$ cat src/rtl/cpu_pkg.sv
// Shared encodings for the MEM-stage data-memory port controller.
package cpu_pkg;
    typedef enum logic [1:0] {
        ST_IDLE = 2'd0,
        ST_REQ  = 2'd1,
        ST_RESP = 2'd2,
        ST_DONE = 2'd3
    } state_t;

    typedef enum logic {
        OWN_CPU = 1'b0,
        OWN_EXT = 1'b1
    } owner_t;
endpackage

$ cat src/rtl/dmem_arbiter_if.sv
// Bundle of the CPU, external-requester and memory-port signals around dmem_arbiter.
interface dmem_arbiter_if #(
    parameter int D_WIDTH = 32,
    parameter int A_WIDTH = 32
);
    logic               cpu_re;
    logic               cpu_we;
    logic [A_WIDTH-1:0] cpu_addr;
    logic [D_WIDTH-1:0] cpu_wdata;
    logic [D_WIDTH-1:0] cpu_rdata;
    logic               cpu_stall;

    logic               ext_valid;
    logic               ext_we;
    logic [A_WIDTH-1:0] ext_addr;
    logic [D_WIDTH-1:0] ext_wdata;
    logic               ext_ready;
    logic               ext_rvalid;
    logic [D_WIDTH-1:0] ext_rdata;

    logic               mem_req;
    logic               mem_we;
    logic [A_WIDTH-1:0] mem_addr;
    logic [D_WIDTH-1:0] mem_wdata;
    logic               mem_gnt;
    logic               mem_rvalid;
    logic [D_WIDTH-1:0] mem_rdata;

    // Controller view: serves the requesters, masters the memory port.
    modport master (
        input  cpu_re, cpu_we, cpu_addr, cpu_wdata,
        output cpu_rdata, cpu_stall,
        input  ext_valid, ext_we, ext_addr, ext_wdata,
        output ext_ready, ext_rvalid, ext_rdata,
        output mem_req, mem_we, mem_addr, mem_wdata,
        input  mem_gnt, mem_rvalid, mem_rdata
    );

    // Environment view: requesters and memory.
    modport slave (
        output cpu_re, cpu_we, cpu_addr, cpu_wdata,
        input  cpu_rdata, cpu_stall,
        output ext_valid, ext_we, ext_addr, ext_wdata,
        input  ext_ready, ext_rvalid, ext_rdata,
        input  mem_req, mem_we, mem_addr, mem_wdata,
        output mem_gnt, mem_rvalid, mem_rdata
    );
endinterface

$ cat src/rtl/rr_arb2.sv
// Two-requester round-robin arbiter; on a tie the requester that did not win last time wins.
module rr_arb2 (
    input  logic [1:0] req,
    input  logic       last,
    output logic [1:0] gnt
);
    assign gnt[0] = req[0] & (~req[1] |  last);
    assign gnt[1] = req[1] & (~req[0] | ~last);
endmodule

$ cat src/rtl/dmem_arbiter.sv
// MEM-stage data-memory port controller: shares one req/gnt/rvalid port between
// the pipeline and an external requester, one transaction outstanding at a time.
module dmem_arbiter
    import cpu_pkg::*;
#(
    parameter int D_WIDTH = 32,
    parameter int A_WIDTH = 32
) (
    input  logic           clk,
    input  logic           rst,
    dmem_arbiter_if.master bus
);
    state_t             state_q, state_d;
    owner_t             owner_q, last_q;
    logic               mem_req_q, mem_we_q;
    logic [A_WIDTH-1:0] mem_addr_q;
    logic [D_WIDTH-1:0] mem_wdata_q, cpu_rdata_q, ext_rdata_q;
    logic               cpu_req;
    logic [1:0]         gnt;

    assign cpu_req = bus.cpu_re | bus.cpu_we;

    rr_arb2 u_arb (
        .req  ({bus.ext_valid, cpu_req}),
        .last (last_q == OWN_EXT),
        .gnt  (gnt)
    );

    always_ff @(posedge clk or posedge rst) begin
        if (rst) state_q <= ST_IDLE;
        else     state_q <= state_d;
    end

    always_comb begin
        state_d = state_q;
        case (state_q)
            ST_IDLE: if (|gnt)          state_d = ST_REQ;
            ST_REQ:  if (bus.mem_gnt)    state_d = ST_RESP;
            ST_RESP: if (bus.mem_rvalid) state_d = ST_DONE;
            ST_DONE:                     state_d = ST_IDLE;
            default:                     state_d = ST_IDLE;
        endcase
    end

    // Request fields are only loaded in IDLE, so they stay stable through REQ.
    always_ff @(posedge clk or posedge rst) begin
        if (rst) begin
            owner_q     <= OWN_CPU;
            last_q      <= OWN_EXT;
            mem_req_q   <= 1'b0;
            mem_we_q    <= 1'b0;
            mem_addr_q  <= '0;
            mem_wdata_q <= '0;
            cpu_rdata_q <= '0;
            ext_rdata_q <= '0;
        end else begin
            case (state_q)
                ST_IDLE: begin
                    if (gnt[1]) begin
                        owner_q     <= OWN_EXT;
                        last_q      <= OWN_EXT;
                        mem_req_q   <= 1'b1;
                        mem_we_q    <= bus.ext_we;
                        mem_addr_q  <= bus.ext_addr;
                        mem_wdata_q <= bus.ext_wdata;
                    end else if (gnt[0]) begin
                        owner_q     <= OWN_CPU;
                        last_q      <= OWN_CPU;
                        mem_req_q   <= 1'b1;
                        mem_we_q    <= bus.cpu_we;
                        mem_addr_q  <= bus.cpu_addr;
                        mem_wdata_q <= bus.cpu_wdata;
                    end
                end
                ST_REQ: if (bus.mem_gnt) mem_req_q <= 1'b0;
                ST_RESP: begin
                    if (bus.mem_rvalid) begin
                        if (owner_q == OWN_CPU) cpu_rdata_q <= bus.mem_rdata;
                        else                    ext_rdata_q <= bus.mem_rdata;
                    end
                end
                default: ;
            endcase
        end
    end

    assign bus.mem_req    = mem_req_q;
    assign bus.mem_we     = mem_we_q;
    assign bus.mem_addr   = mem_addr_q;
    assign bus.mem_wdata  = mem_wdata_q;
    assign bus.cpu_rdata  = cpu_rdata_q;
    assign bus.ext_rdata  = ext_rdata_q;
    assign bus.ext_ready  = ~rst & (state_q == ST_IDLE) & gnt[1];
    assign bus.ext_rvalid = ~rst & (state_q == ST_DONE) & (owner_q == OWN_EXT);
    // The pipeline advances only in the DONE cycle of its own access.
    assign bus.cpu_stall  = ~rst & cpu_req & ~((state_q == ST_DONE) & (owner_q == OWN_CPU));
endmodule

$ cat src/flat_wrapper.sv
// flat-port wrapper written by rule: the top's interface ports become plain ports
module dmem_arbiter_flat import cpu_pkg::*;
#(
    parameter int D_WIDTH = 32,
    parameter int A_WIDTH = 32
)
  (clk, rst, bus_cpu_re, bus_cpu_we, bus_cpu_addr, bus_cpu_wdata, bus_cpu_rdata, bus_cpu_stall, bus_ext_valid, bus_ext_we, bus_ext_addr, bus_ext_wdata, bus_ext_ready, bus_ext_rvalid, bus_ext_rdata, bus_mem_req, bus_mem_we, bus_mem_addr, bus_mem_wdata, bus_mem_gnt, bus_mem_rvalid, bus_mem_rdata);
  dmem_arbiter_if #(.D_WIDTH(D_WIDTH), .A_WIDTH(A_WIDTH)) bus_i ();
  input  logic clk;
  input  logic rst;
  input wire logic [$bits(bus_i.cpu_re)-1:0] bus_cpu_re;
  input wire logic [$bits(bus_i.cpu_we)-1:0] bus_cpu_we;
  input wire logic [$bits(bus_i.cpu_addr)-1:0] bus_cpu_addr;
  input wire logic [$bits(bus_i.cpu_wdata)-1:0] bus_cpu_wdata;
  output wire logic [$bits(bus_i.cpu_rdata)-1:0] bus_cpu_rdata;
  output wire logic [$bits(bus_i.cpu_stall)-1:0] bus_cpu_stall;
  input wire logic [$bits(bus_i.ext_valid)-1:0] bus_ext_valid;
  input wire logic [$bits(bus_i.ext_we)-1:0] bus_ext_we;
  input wire logic [$bits(bus_i.ext_addr)-1:0] bus_ext_addr;
  input wire logic [$bits(bus_i.ext_wdata)-1:0] bus_ext_wdata;
  output wire logic [$bits(bus_i.ext_ready)-1:0] bus_ext_ready;
  output wire logic [$bits(bus_i.ext_rvalid)-1:0] bus_ext_rvalid;
  output wire logic [$bits(bus_i.ext_rdata)-1:0] bus_ext_rdata;
  output wire logic [$bits(bus_i.mem_req)-1:0] bus_mem_req;
  output wire logic [$bits(bus_i.mem_we)-1:0] bus_mem_we;
  output wire logic [$bits(bus_i.mem_addr)-1:0] bus_mem_addr;
  output wire logic [$bits(bus_i.mem_wdata)-1:0] bus_mem_wdata;
  input wire logic [$bits(bus_i.mem_gnt)-1:0] bus_mem_gnt;
  input wire logic [$bits(bus_i.mem_rvalid)-1:0] bus_mem_rvalid;
  input wire logic [$bits(bus_i.mem_rdata)-1:0] bus_mem_rdata;
  assign bus_i.cpu_re = bus_cpu_re;
  assign bus_i.cpu_we = bus_cpu_we;
  assign bus_i.cpu_addr = bus_cpu_addr;
  assign bus_i.cpu_wdata = bus_cpu_wdata;
  assign bus_cpu_rdata = bus_i.cpu_rdata;
  assign bus_cpu_stall = bus_i.cpu_stall;
  assign bus_i.ext_valid = bus_ext_valid;
  assign bus_i.ext_we = bus_ext_we;
  assign bus_i.ext_addr = bus_ext_addr;
  assign bus_i.ext_wdata = bus_ext_wdata;
  assign bus_ext_ready = bus_i.ext_ready;
  assign bus_ext_rvalid = bus_i.ext_rvalid;
  assign bus_ext_rdata = bus_i.ext_rdata;
  assign bus_mem_req = bus_i.mem_req;
  assign bus_mem_we = bus_i.mem_we;
  assign bus_mem_addr = bus_i.mem_addr;
  assign bus_mem_wdata = bus_i.mem_wdata;
  assign bus_i.mem_gnt = bus_mem_gnt;
  assign bus_i.mem_rvalid = bus_mem_rvalid;
  assign bus_i.mem_rdata = bus_mem_rdata;
  dmem_arbiter #(.D_WIDTH(D_WIDTH), .A_WIDTH(A_WIDTH)) u_core (.clk(clk), .rst(rst), .bus(bus_i));
endmodule
$ cat config.mk
export PLATFORM = sky130hd
export DESIGN_NAME = dmem_arbiter_flat
export DESIGN_NICKNAME = d
export VERILOG_FILES = /design/src/rtl/cpu_pkg.sv /design/src/rtl/dmem_arbiter_if.sv /design/src/rtl/rr_arb2.sv /design/src/rtl/dmem_arbiter.sv /design/src/flat_wrapper.sv
export SDC_FILE = /design/constraint.sdc
export NUM_CORES = 1
export LEC_CHECK = 0
export CORE_ASPECT_RATIO = 2
export CORE_MARGIN = 3
export CORE_UTILIZATION = 40
export DETAILED_ROUTE_END_ITERATION = 12
export GPL_TIMING_DRIVEN = 0
export PLACE_DENSITY = 0.85
export SETUP_SLACK_MARGIN = 0.3
export SLEW_MARGIN = 30
export SYNTH_ARGS = -nofsm -noshare
export SYNTH_HDL_FRONTEND = slang
export SYNTH_HIERARCHICAL = 1
export SYNTH_SLANG_ARGS = --single-unit
$ cat constraint.sdc
create_clock -name clk -period 5.05 [get_ports clk]
set_input_delay 0.505 -clock clk [delete_from_list [all_inputs] [get_ports clk]]
set_output_delay 0.505 -clock clk [all_outputs]
set_load 0.01 [all_outputs]
## Word level (Yosys, flattened, before mapping)

Index checks and enable logic that the tools add are counted.

| word-level totals | value |
|---|---|
| flip-flop bits (word level) | 134 |
| bits in latches | 0 |
| RAM bits | 0 |
| ROM bits | 0 |
| logic and storage cells | 59 |
| memories | 0 |

| cells by class | value |
|---|---|
| $add $sub $neg | 0 |
| $mul | 0 |
| div/mod/pow operators | 0 |
| $lt $le $gt $ge | 0 |
| equality and inequality tests | 7 |
| shift-type cells | 0 |
| multiplexer cells | 16 |
| bitwise gates (word level) | 18 |
| reduce and logical (&&, ||, !) cells | 9 |

Operator list:

| cell | count |
|---|---|
| 32-bit two-way mux | 4 |
| 3-bit AND reduction | 4 |
| 1-bit AND | 9 |
| 2-bit one-hot mux with 4 select lines | 1 |
| 1-bit two-way mux | 7 |
| 2-bit two-way mux | 3 |
| 1-bit NOT | 6 |
| 2-bit equality test, second input constant | 2 |
| 2-bit inequality test, second input constant | 2 |
| 2-bit nonzero test | 2 |
| 3-bit by 1-bit inequality test with 1-bit output, second input constant | 1 |
| 1-bit OR | 3 |
| 2-bit by 1-bit equality test with 1-bit output, second input constant | 1 |
| 2-bit zero test | 1 |
| 2-bit by 1-bit inequality test with 1-bit output, second input constant | 1 |
| 1-bit one-hot mux with 2 select lines | 1 |
| 2-bit AND reduction | 1 |
| 2-bit OR reduction | 1 |

## Depth between registers and ports, before layout

Gate-level depths: netlist of the first run.

| depth | value |
|---|---|
| word-level depth | 7 |
| gate-level depth with buffers | 8 |
| gate-level depth less buffers | 5 |

## Hierarchy

Netlist of the first run, hierarchy kept.

Modules (own cells, without submodules):

| module | times used | cells each | area an instance (um2) | seq. area each (um2) |
|---|---|---|---|---|
| dmem_arbiter | 1 | 452 | 5655.4 | 3354.5 |
| rr_arb2 | 1 | 3 | 18.8 | 0.0 |

## Least setup slack after synthesis of the first run

Ideal clock, no wire load.

| path | value |
|---|---|
| path type | input port to output port |
| from | input port rst |
| to | output port bus_cpu_stall |
| arrival | 3838 ps |
| data required time | 4545 ps |
| slack | 707 ps |
| stages | 2 |
| cells stage by stage | inv_1 and3_1 |

| on the way | value |
|---|---|
| cells in the longest elaborated chain, start to end | 3 |

RTL lines:

| item | line | text |
|---|---|---|
| start, declared | flat_wrapper.sv:10 | `input logic rst;` |
| 1-bit NOT | dmem_arbiter.sv:96 | `assign bus.cpu_stall = ~rst & cpu_req & ~((state_q == ST_DONE) & (owner_q == OWN_CPU));` |
| 1-bit AND (2 in series) | dmem_arbiter.sv:96 |  |
| end, declared | flat_wrapper.sv:16 | `output wire logic [$bits(bus_i.cpu_stall)-1:0] bus_cpu_stall;` |

Every way passes these cells.

## Worst setup path in the final report of the first run

| path | value |
|---|---|
| from | input port bus_cpu_we |
| to | output port bus_ext_ready |

| on the way | value |
|---|---|
| cells in the longest elaborated chain, start to end | 5 |

RTL lines:

| item | line | text |
|---|---|---|
| start, declared | flat_wrapper.sv:12 | `input wire logic [$bits(bus_i.cpu_we)-1:0] bus_cpu_we;` |
| 1-bit OR | dmem_arbiter.sv:21 | `assign cpu_req = bus.cpu_re \| bus.cpu_we;` |
| named net u_core.cpu_req | dmem_arbiter.sv:18 | `logic cpu_req;` |
| 1-bit NOT | rr_arb2.sv:8 | `assign gnt[1] = req[1] & (~req[0] \| ~last);` |
| 1-bit OR | rr_arb2.sv:8 |  |
| 1-bit AND | rr_arb2.sv:8 |  |
| named net u_core.gnt[1] | dmem_arbiter.sv:19 | `logic [1:0] gnt;` |
| 1-bit AND | dmem_arbiter.sv:93 | `assign bus.ext_ready = ~rst & (state_q == ST_IDLE) & gnt[1];` |
| end, declared | flat_wrapper.sv:21 | `output wire logic [$bits(bus_i.ext_ready)-1:0] bus_ext_ready;` |

The timed path passes the listed nets, and every way through them passes these cells.

==> metrics.md, run 1 <==
| Metric | Value |
|---|---|
| Outcome | `complete, no violations` |
| Cell variety after synth | `26` |
| Vias/cell | `4.91` |
| Core area | `13900 sq um` |
| DIE HEIGHT | `174 um` |
| DRT iter0 DRCs | `159` |
| Hold crit path type | `flip-flop to flip-flop` |
| Placed instance area | `8950 sq um` |
| Clock Latency Late Sink | `0.40 ns` |
| Worst-Margin Slew | `0.503 ns` |
| Post-CTS Setup Inserts | `0` |
| Cell accounting for the most synthesized area | `dfrtp_1` |
| Layout cells sized above 1 | `0.159` |
| P&R area growth vs syn | `68.5%` |
| Slew HR | `0.665` |
| Global-route wire length before repair | `28100 um` |
| Synthesized area | `5670 sq um` |
| Filler cell count | `1064` |
| Avg Cell Area, Syn | `12.5 sq um` |
| CP Max Fanout | `10` |
| Yosys Warn Count | `6` |
| Grt total ovfl | `0` |
| Post-route ant nets | `0` |
| Tmin final | `3.29 ns` |
| Number of setup violations in the final report | `0` |
| Pre-CTS WS | `1.71 ns` |
| Period utilisation layout | `0.651` |
| Nets@finish | `948` |
| Required @ worst endpoint | `4.55 ns` |
| IO Pins | `301` |
| Die area | `15700 sq um` |
| Root buffer cell | `clkbuf_16` |
| Num CTS Buffers | `17` |
| Final Core Density | `0.688` |
| CP Class | `input port to output pin` |
| Critical path arrival | `2.78 ns` |
| Antenna violations before repair | `0` |
| H-tree depth | `4` |
| Yosys top cell area share | `0.587` |
| P_leak | `4.16 nW` |
| Final Wtd Congestion | `0.897` |
| Final worst-path setup slack | `1.76 ns` |
| CTS resizes | `0` |
| Multi-input logic area | `2160 sq um` |
| Fin. max-slew vios | `0` |
| Vias in the first global route | `5445` |
| GR Util All Layers | `0.228` |
| Worst Setup End Kind | `output pin` |
| Register area | `3350 sq um` |
| Largest net degree at the start of global routing | `80` |
| Syn_nets | `628` |
| CP Launch Type | `input port` |
| Pwr/cell area | `607 nW/um^2` |
| Pre-antenna DRT Iters | `5` |
| Post-DP HPWL | `14300 um` |
| Die width | `90.2 um` |
| Fmax | `304 MHz` |
| Max_cap viols | `0` |
| Final instance area | `9560 sq um` |
| Vias | `4788` |
| Pwr Total | `5.80 mW` |
| Clk pin slew, worst setup/hold paths | `0.05 ns` |
| DR WL/cell | `18.1 um` |
| Hold_ws | `0.482 ns` |
| Port-buffer cells | `300` |
| Clock sinks | `134` |
| Final hold viol count | `0` |
| Post-CTS Hold Buffers | `0` |
| Initial Utilization | `0.408` |
| Inserted Diodes | `0` |
| Top cells by area, synth | `dfrtp_1 59%, mux2_2 13%, mux2i_1 11%` |
| DRC viols | `0` |
| RSZ-0062 raised after global routing | `no` |
| Cells after Synth | `455` |
| Row count | `61` |
| TritonCTS clock tree | `done` |
| Worst Skew | `0.0122 ns` |
| Drt total wl | `17700 um` |
| Clock Tree Buf Depth | `2` |
| IR drop worst, VDD | `0.307 mV` |
| Register area share after synthesis | `0.591` |
| Register bit count reported by yosys | `134` |
Yosys cell counts:
library cell	instances
a21boi_0	1
a21boi_1	1
a222oi_1	1
a22o_1	3
and3_1	3
buf_2	22
clkbuf_1	3
clkbuf_2	3
dfrtp_1	133
dfstp_2	1
ha_1	5
inv_1	6
mux2_1	1
mux2_2	64
mux2i_1	65
nand2_1	69
nand2b_1	1
nand3_1	1
nand3b_1	1
nor2_1	1
o21ai_0	60
o21ai_1	6
o21ai_2	1
o311ai_0	1
o32a_1	1
or2_2	1
cell usage in the layout, fill, tap and decap left out:
cell	Yosys	layout
clkinv_4	0	2
inv_1	6	5
dfrtp_1	133	133
buf_2	22	22
or2_2	1	1
a21boi_1	1	1
a21boi_0	1	1
clkbuf_8	0	1
and3_1	3	3
clkinv_2	0	2
o21ai_1	6	6
o21ai_2	1	1
clkbuf_2	3	3
clkdlybuf4s50_1	0	300
clkbuf_1	3	3
o311ai_0	1	1
clkinvlp_4	0	1
inv_8	0	2
o21ai_0	60	60
inv_6	0	4
o32a_1	1	1
buf_16	0	1
ha_1	5	5
nand3_1	1	1
mux2i_1	65	65
nand2_1	69	69
clkbuf_16	0	17
a22o_1	3	3
mux2_2	64	64
mux2_1	1	1
nand3b_1	1	1
bufinv_16	0	3
dfstp_2	1	1
a222oi_1	1	1
nand2b_1	1	1
nor2_1	1	1
registers in the layout, indices dropped and copies added, names as in the netlist:
signal,cells
u_core/bus.cpu_rdata,32
u_core/bus.mem_addr,32
u_core/bus.ext_rdata,32
u_core/last_q,1
u_core/owner_q,1
u_core/bus.mem_wdata,32
u_core/bus.mem_we,1
u_core/bus.mem_req,1
u_core/state_q,2
layer usage:
metal | routed length, um | share of wire | vias up | track usage
li1 | - | - | 2226 | -
met1 | 5910 | 0.33 | 2301 | 0.227
met2 | 10100 | 0.57 | 220 | 0.438
met3 | 1050 | 0.059 | 41 | 0.0559
met4 | 621 | 0.035 | 0 | 0.102
met5 | 0 | 0 | - | 0
worst max-delay path, cell delays in order:
cell	delay, ns
clkdlybuf4s50_1	0.41
or2_2	0.34
a21boi_0	0.16
buf_2	0.26
buf_2	0.34
and3_1	0.20
clkdlybuf4s50_1	0.56
path summary, 6_finish.rpt:
| check | cells after the start | start | end | slack, ns |
|---|---|---|---|---|
| max | 7 | bus_cpu_we | bus_ext_ready | 1.76 |
| min in group asynchronous | 2 | rst | u_core/bus.mem_wdata[13] | 0.52 |
| min | 2 | u_core/bus.mem_addr[20] | u_core/bus.mem_addr[20] | 0.48 |
| max reg2reg | 5 | u_core/last_q | u_core/state_q[1] | 3.18 |
| min reg2reg | 2 | u_core/bus.mem_addr[20] | u_core/bus.mem_addr[20] | 0.48 |
| max in group asynchronous | 3 | rst | u_core/last_q | 3.80 |
where the power goes:
part / internal [mW] / total, mW / switching, mW
clock: 0.797 / 1.27 / 0.473
combinational: 1.48 / 2.62 / 1.14
sequential: 1.62 / 1.91 / 0.294
total: 3.89 / 5.80 / 1.91
per-stage QoR:
| step | setup TNS (ns) | cells |
|---|---|---|
| after CTS | 0 | 976 |
| after global placement | -78.27 | 944 |
| after detailed placement | 0 | 945 |
| after floorplan | 0 | 455 |
| after global routing | 0 | 976 |
| final | 0 | 976 |
final cells by class:
class                      instances  area share
sequential                       134       0.351
timing repair buffer             301       0.317
multi-input combinational        287       0.226
clock buffer                      18      0.0459
tap                              189      0.0247
clock inverter                    13      0.0179
buffer                            28      0.0143
inverter                           6     0.00314
kinds of logic after synthesis:
logic type,after synthesis,synth area share
AO/OA/AOI/OAI,75,0.0721
buffers and inverters,34,0.0280
adder cells (fa/ha/maj),5,0.0110
flip-flops,134,0.591
AND/OR/NAND/NOR,77,0.0540
multiplexers,130,0.244
Note: power is estimated with default switching activity, not from simulation.
==> inputs of run 2 (changes only) <==
--- a/config.mk
+++ b/config.mk
@@ -7,10 +7,10 @@
 export LEC_CHECK = 0
 export CORE_ASPECT_RATIO = 2
 export CORE_MARGIN = 3
-export CORE_UTILIZATION = 40
+export CORE_UTILIZATION = 36
 export DETAILED_ROUTE_END_ITERATION = 12
 export GPL_TIMING_DRIVEN = 0
-export PLACE_DENSITY = 0.85
+export PLACE_DENSITY = 0.8
 export SETUP_SLACK_MARGIN = 0.3
 export SLEW_MARGIN = 30
 export SYNTH_ARGS = -nofsm -noshare
==> constraint.sdc (replaced) <==
create_clock -name clk -period 2.91 [get_ports clk]
set_input_delay 0.291 -clock clk [delete_from_list [all_inputs] [get_ports clk]]
set_output_delay 0.291 -clock clk [all_outputs]
set_load 0.01 [all_outputs]
==> metrics.md, run 2 (synthesis gave the netlist of run 1 again) <==
| Metric | Value |
|---|---|
| Outcome | `complete, no violations` |
| Initial Utilization | `0.369 (-0.0394)` |
| Final hold viol count | `0 (unchanged)` |
| Pre-antenna DRT Iters | `4 (-1)` |
| IO Pins | `301 (unchanged)` |
| Global-route wire length before repair | `26700 um (-4.8%)` |
| P_leak | `4.18 nW (+0.36%)` |
| Port-buffer cells | `300 (unchanged)` |
| Clock Tree Buf Depth | `2 (unchanged)` |
| Commonest cells after routing, fill and taps aside | `299 x clkdlybuf4s50_1, 133 x dfrtp_1, 69 x nand2_1` |
| Largest net degree at the start of global routing | `32 (-60%)` |
| CP Class | `input port to output pin` |
| Fmax | `410 MHz` |
| IR drop worst, VDD | `0.497 mV (+62%)` |
| Post-CTS Hold Buffers | `0 (unchanged)` |
| Placed Instances | `957 (+1.3%)` |
| Worst-Margin Slew | `0.576 ns (+0.0728 ns)` |
| Vias/cell | `4.83 (-1.6%)` |
| Clk pin slew, worst setup/hold paths | `0.06 ns (about the same)` |
| Vias in the first global route | `5247 (-3.6%)` |
| Period utilisation layout | `0.838` |
| Die area | `17400 sq um (+11%)` |
| DRT iter0 DRCs | `101 (-36%)` |
| Root buffer cell | `clkbuf_16` |
| P&R area growth vs syn | `69.4%` |
| Vias | `4777 (-0.23%)` |
| Post-route ant nets | `0 (unchanged)` |
| Final Wtd Congestion | `0.836 (-6.8%)` |
| DR WL/cell | `17.6 um (-2.9%)` |
| CP Max Fanout | `26 (+16)` |
| GR Util All Layers | `0.202 (-0.0269)` |
| Num CTS Buffers | `17 (unchanged)` |
| Clock Latency Late Sink | `0.40 ns (about the same)` |
| Die width | `94.8 um (+5.0%)` |
| Clock sinks | `134 (unchanged)` |
| Total negative slack | `0 ns (unchanged)` |
| DRC viols | `0 (unchanged)` |
| Core area | `15400 sq um (+11%)` |
| Post-Layout Cell Count | `990 (+1.4%)` |
| Nets@finish | `952 (+0.42%)` |
| H-tree depth | `4 (unchanged)` |
| Number of setup violations in the final report | `0 (unchanged)` |
| TritonCTS clock tree | `done` |
| Tmin final | `2.44 ns` |
| Pre-CTS WS | `-0.0841 ns (-1.80 ns)` |
| Grt total ovfl | `0 (unchanged)` |
| RSZ-0062 raised after global routing | `no` |
| Post-DP HPWL | `14300 um (+0.19%)` |
| Worst Setup End Kind | `output pin` |
| Fin. max-slew vios | `0 (unchanged)` |
| Hold crit path type | `input port to async pin` |
| Slew HR | `0.615 (-0.0493)` |
| Required @ worst endpoint | `2.62 ns (-1.93 ns)` |
| Pwr Total | `9.96 mW (+72%)` |
| Antenna violations before repair | `0 (unchanged)` |
| Max_cap viols | `0 (unchanged)` |
| CP Launch Type | `input port` |
| Final instance area | `9610 sq um (+0.58%)` |
| Drt total wl | `17500 um (-1.5%)` |
| Inserted Diodes | `0 (unchanged)` |
| Worst Skew | `0.0128 ns (+0.000604 ns)` |
| Critical path arrival | `2.15 ns (-0.63 ns)` |
| Layout cells sized above 1 | `0.162 (+0.00279)` |
| DIE HEIGHT | `184 um (+5.2%)` |
| Final worst-path setup slack | `0.473 ns (-1.29 ns)` |
| Commonest non-fill, non-tap cell in the layout | `clkdlybuf4s50_1` |
| Row count | `64 (+4.9%)` |
| Placed instance area | `9010 sq um (+0.67%)` |
| Pwr/cell area | `1040 nW/um^2 (+71%)` |
-- run 2: changes by cell type in the layout (fill, tap and decap cells not counted), sizes merged, moves of 2 or more --
cell	delta
buf	+4
clkbuf	+2
clkinvlp	+2
inv	-2
-- run 2: stage by stage --
step            util  hold WS [ns]
6_report       0.625         0.296
5_1_grt        0.625         0.328
4_1_cts        0.625         0.302
3_5_place_dp   0.586         0.469
3_3_place_gp   0.581         0.463
2_1_floorplan      -         0.441
-- run 2: final timing paths --
path / startpoint / end / slack (ns) / cells past startpoint
min in group clk: u_core/bus.mem_wdata[19] / u_core/bus.mem_wdata[19] / 0.47 / 2
setup / recovery: rst / bus_ext_rvalid / 0.47 / 4
max in group asynchronous: rst / u_core/bus.mem_wdata[19] / 1.86 / 4
hold / removal: rst / u_core/bus.cpu_rdata[31] / 0.30 / 2
setup reg to reg: u_core/last_q / u_core/bus.mem_wdata[25] / 0.95 / 7
hold reg to reg: u_core/bus.mem_wdata[19] / u_core/bus.mem_wdata[19] / 0.47 / 2
-- run 2: layout make-up --
| class | instances | area (sq um) |
|---|---|---|
| fill | 1215 | 5760 |
| sequential | 134 | 3350 |
| timing repair buffer | 305 | 3090 |
| multi-input combinational | 287 | 2160 |
| clock buffer | 20 | 447 |
| tap | 198 | 248 |
| buffer | 28 | 145 |
| clock inverter | 12 | 144 |
| inverter | 6 | 26.3 |
-- run 2: per-layer routing --
layer  GRT usage  part of all wire  vias up
met4      0.0648             0.017        0
met3      0.0598             0.076       19
met5           0                 0        -
met1       0.200              0.33     2304
li1            -                 -     2236
met2       0.387              0.57      218
-- run 2: report_power, final --
part           total (mW)  switching, mW  internal, mW
sequential           3.31          0.503          2.81
combinational        4.54           1.95          2.58
clock                2.11          0.810          1.30
-- run 2: worst max-delay path: stages --
cell and delay (ns):
clkdlybuf4s50_1 0.50, clkinvlp_4 0.49, and3_1 0.36, clkdlybuf4s50_1 0.50
-- run 2: what timing repair did --
item / 4_1_cts / 5_1_grt
setup buffers: 1 / 0
endpoints found under the setup margin: 1 / 0
resized for setup: 4 / 0
==> inputs of run 3 (changes only) <==
--- a/config.mk
+++ b/config.mk
@@ -7,10 +7,10 @@
 export LEC_CHECK = 0
 export CORE_ASPECT_RATIO = 2
 export CORE_MARGIN = 3
-export CORE_UTILIZATION = 36
+export CORE_UTILIZATION = 40
 export DETAILED_ROUTE_END_ITERATION = 12
 export GPL_TIMING_DRIVEN = 0
-export PLACE_DENSITY = 0.8
+export PLACE_DENSITY = 0.85
 export SETUP_SLACK_MARGIN = 0.3
 export SLEW_MARGIN = 30
 export SYNTH_ARGS = -nofsm -noshare
==> constraint.sdc (replaced) <==
create_clock -name clk -period 2.4 [get_ports clk]
set_input_delay 0.24 -clock clk [delete_from_list [all_inputs] [get_ports clk]]
set_output_delay 0.24 -clock clk [all_outputs]
set_load 0.01 [all_outputs]
==> metrics.md, run 3 (synthesis gave the netlist of run 1 again) <==
| Metric | Value |
|---|---|
| TritonCTS clock tree | `done` |
| Antenna violations before repair | `0 (unchanged)` |
| Worst-Margin Slew | `0.498 ns (-0.0779 ns)` |
| DRT iter0 DRCs | `127 (+26%)` |
| Final hold viol count | `0 (unchanged)` |
| Period utilisation layout | `0.848` |
| CP Launch Type | `input port` |
| Die width | `90.2 um (-4.8%)` |
| Largest net degree at the start of global routing | `33 (+3.1%)` |
| Grt total ovfl | `0 (unchanged)` |
| IO Pins | `301 (unchanged)` |
| Post-route ant nets | `0 (unchanged)` |
| Commonest cells after routing, fill and taps aside | `298 x clkdlybuf4s50_1, 133 x dfrtp_1, 69 x nand2_1` |
| Nets@finish | `957 (+0.53%)` |
| Worst r2r src | `u_core/last_q` |
| Root buffer cell | `clkbuf_16` |
| Flop2flop setup slack | `0.45 ns (-0.50 ns)` |
| Slew HR | `0.666 (+0.0509)` |
| Commonest non-fill, non-tap cell in the layout | `clkdlybuf4s50_1` |
| CP Max Fanout | `16 (-38%)` |
| Final instance area | `9650 sq um (+0.42%)` |
| Final Wtd Congestion | `0.865 (+3.5%)` |
| Tmin final | `2.03 ns` |
| Clock Latency Late Sink | `0.40 ns (about the same)` |
| GR Util All Layers | `0.229 (+0.0279)` |
| Fmax | `492 MHz` |
| Pwr Total | `12.1 mW (+22%)` |
| Num CTS Buffers | `17 (unchanged)` |
| P&R area growth vs syn | `70.1%` |
| Inserted Diodes | `0 (unchanged)` |
| RR Endpoint | `u_core/bus.mem_addr[8]` |
| Pre-antenna DRT Iters | `4 (unchanged)` |
| Port-buffer cells | `300 (unchanged)` |
| Clk pin slew, worst setup/hold paths | `0.06 ns (about the same)` |
| Die area | `15700 sq um (-9.5%)` |
| P_leak | `4.21 nW (+0.70%)` |
| Pwr/cell area | `1260 nW/um^2 (+21%)` |
| DRC viols | `0 (unchanged)` |
| Vias | `4832 (+1.2%)` |
| Max_cap viols | `0 (unchanged)` |
| Clock Tree Buf Depth | `2 (unchanged)` |
| Drt total wl | `17800 um (+1.8%)` |
| Vias in the first global route | `5540 (+5.6%)` |
| Hold_ws | `0.290 ns (-0.00653 ns)` |
| Reg2reg path depth | `8 (+1)` |
| Row count | `61 (-4.7%)` |
| Number of setup violations in the final report | `0 (unchanged)` |
| Layout cells sized above 1 | `0.169 (+0.00777)` |
| Required @ worst endpoint | `2.16 ns (-0.46 ns)` |
| Placed instance area | `9000 sq um (-0.12%)` |
| Outcome | `complete, no violations` |
| DR WL/cell | `18.0 um (+2.3%)` |
| Fin. max-slew vios | `0 (unchanged)` |
| Initial Utilization | `0.408 (+0.0394)` |
| Vias/cell | `4.90 (+1.6%)` |
| Clock sinks | `134 (unchanged)` |
| CP Class | `input port to output pin` |
| Post-DP HPWL | `14300 um (+0.29%)` |
| H-tree depth | `4 (unchanged)` |
| IR drop worst, VDD | `0.668 mV (+34%)` |
| DIE HEIGHT | `174 um (-5.0%)` |
| Global-route wire length before repair | `28300 um (+5.9%)` |
| RSZ-0062 raised after global routing | `yes` |
| Core area | `13900 sq um (-9.7%)` |
| Critical path arrival | `1.79 ns (-0.36 ns)` |
| Worst Setup End Kind | `output pin` |
| Hold crit path type | `input port to async pin` |
| Worst Skew | `0.00671 ns (-0.00613 ns)` |
## run 3: cell types whose count changed in the layout (fill, tap and decap cells not counted), sizes merged
cell / delta
clkdlybuf4s50: -1
clkinvlp: +3
buf: +3
clkbuf: +1
dlymetal6s2s: +1
inv: -1
dlygate4sd2: -1
## run 3: stage by stage
stage	utilization	setup WS, ns	instances	setup TNS [ns]
finish	0.695	0.366	986	0
global route	0.695	0.267	986	0
CTS	0.692	0.182	983	0
detailed placement	0.648	-0.421	948	-0.685
global placement	0.642	-2.19	944	-82.77
floorplan	-	-0.504	455	-1.51
## run 3: final cells by class
class,instances,area (sq um)
Inverter,6,26.3
Timing Repair Buffer,309,3140
Buffer,28,145
Fill cell,1068,4240
Tap cell,189,236
Timing Repair inverter,1,5.00
Clock buffer,19,443
Sequential cell,134,3350
Clock inverter,13,148
Multi-Input combinational cell,287,2160
## run 3: worst max path at each step
stage	cells past startpoint	endpoint	start	slack, ns
3_5_place_dp	7	bus_ext_ready	bus_cpu_we	-0.42
2_1_floorplan	2	bus_cpu_stall	rst	-0.50
6_report	5	bus_ext_rvalid	rst	0.37
5_1_grt	7	bus_ext_ready	bus_cpu_we	0.27
4_1_cts	7	bus_ext_ready	bus_cpu_we	0.18
3_3_place_gp	4	bus_ext_rvalid	rst	-2.19
## run 3: worst max-delay path: stages
cell and delay (ns):
clkdlybuf4s50_1 0.57, clkinvlp_4 0.16, buf_12 0.17, and3_1 0.15, clkdlybuf4s50_1 0.50
## run 3: report_power, final
part / switching [mW] / leakage [nW] / total [mW] / internal [mW]
Combinational: 2.40 / 2.30 / 5.55 / 3.15
Clock: 0.995 / 0.277 / 2.57 / 1.57
Sequential: 0.608 / 1.63 / 4.01 / 3.40
## run 3: metal layers
layer | GRT usage | share of wire | vias to the layer above
li1 | - | - | 2246
met1 | 0.234 | 0.34 | 2342
met2 | 0.439 | 0.57 | 215
met3 | 0.0611 | 0.061 | 29
met4 | 0.0838 | 0.024 | 0
met5 | 0 | 0 | -
## run 3: repair_timing
action / 4_1_cts / 5_1_grt
gates cloned: 1 / 1
buffers inserted: 2 / 2
gates resized for setup: 4 / 4
hold buffers: 0 / 0
setup endpoints to repair: 3 / 12
hold endpoints to repair: 0 / 0
pin swaps: 0 / 1
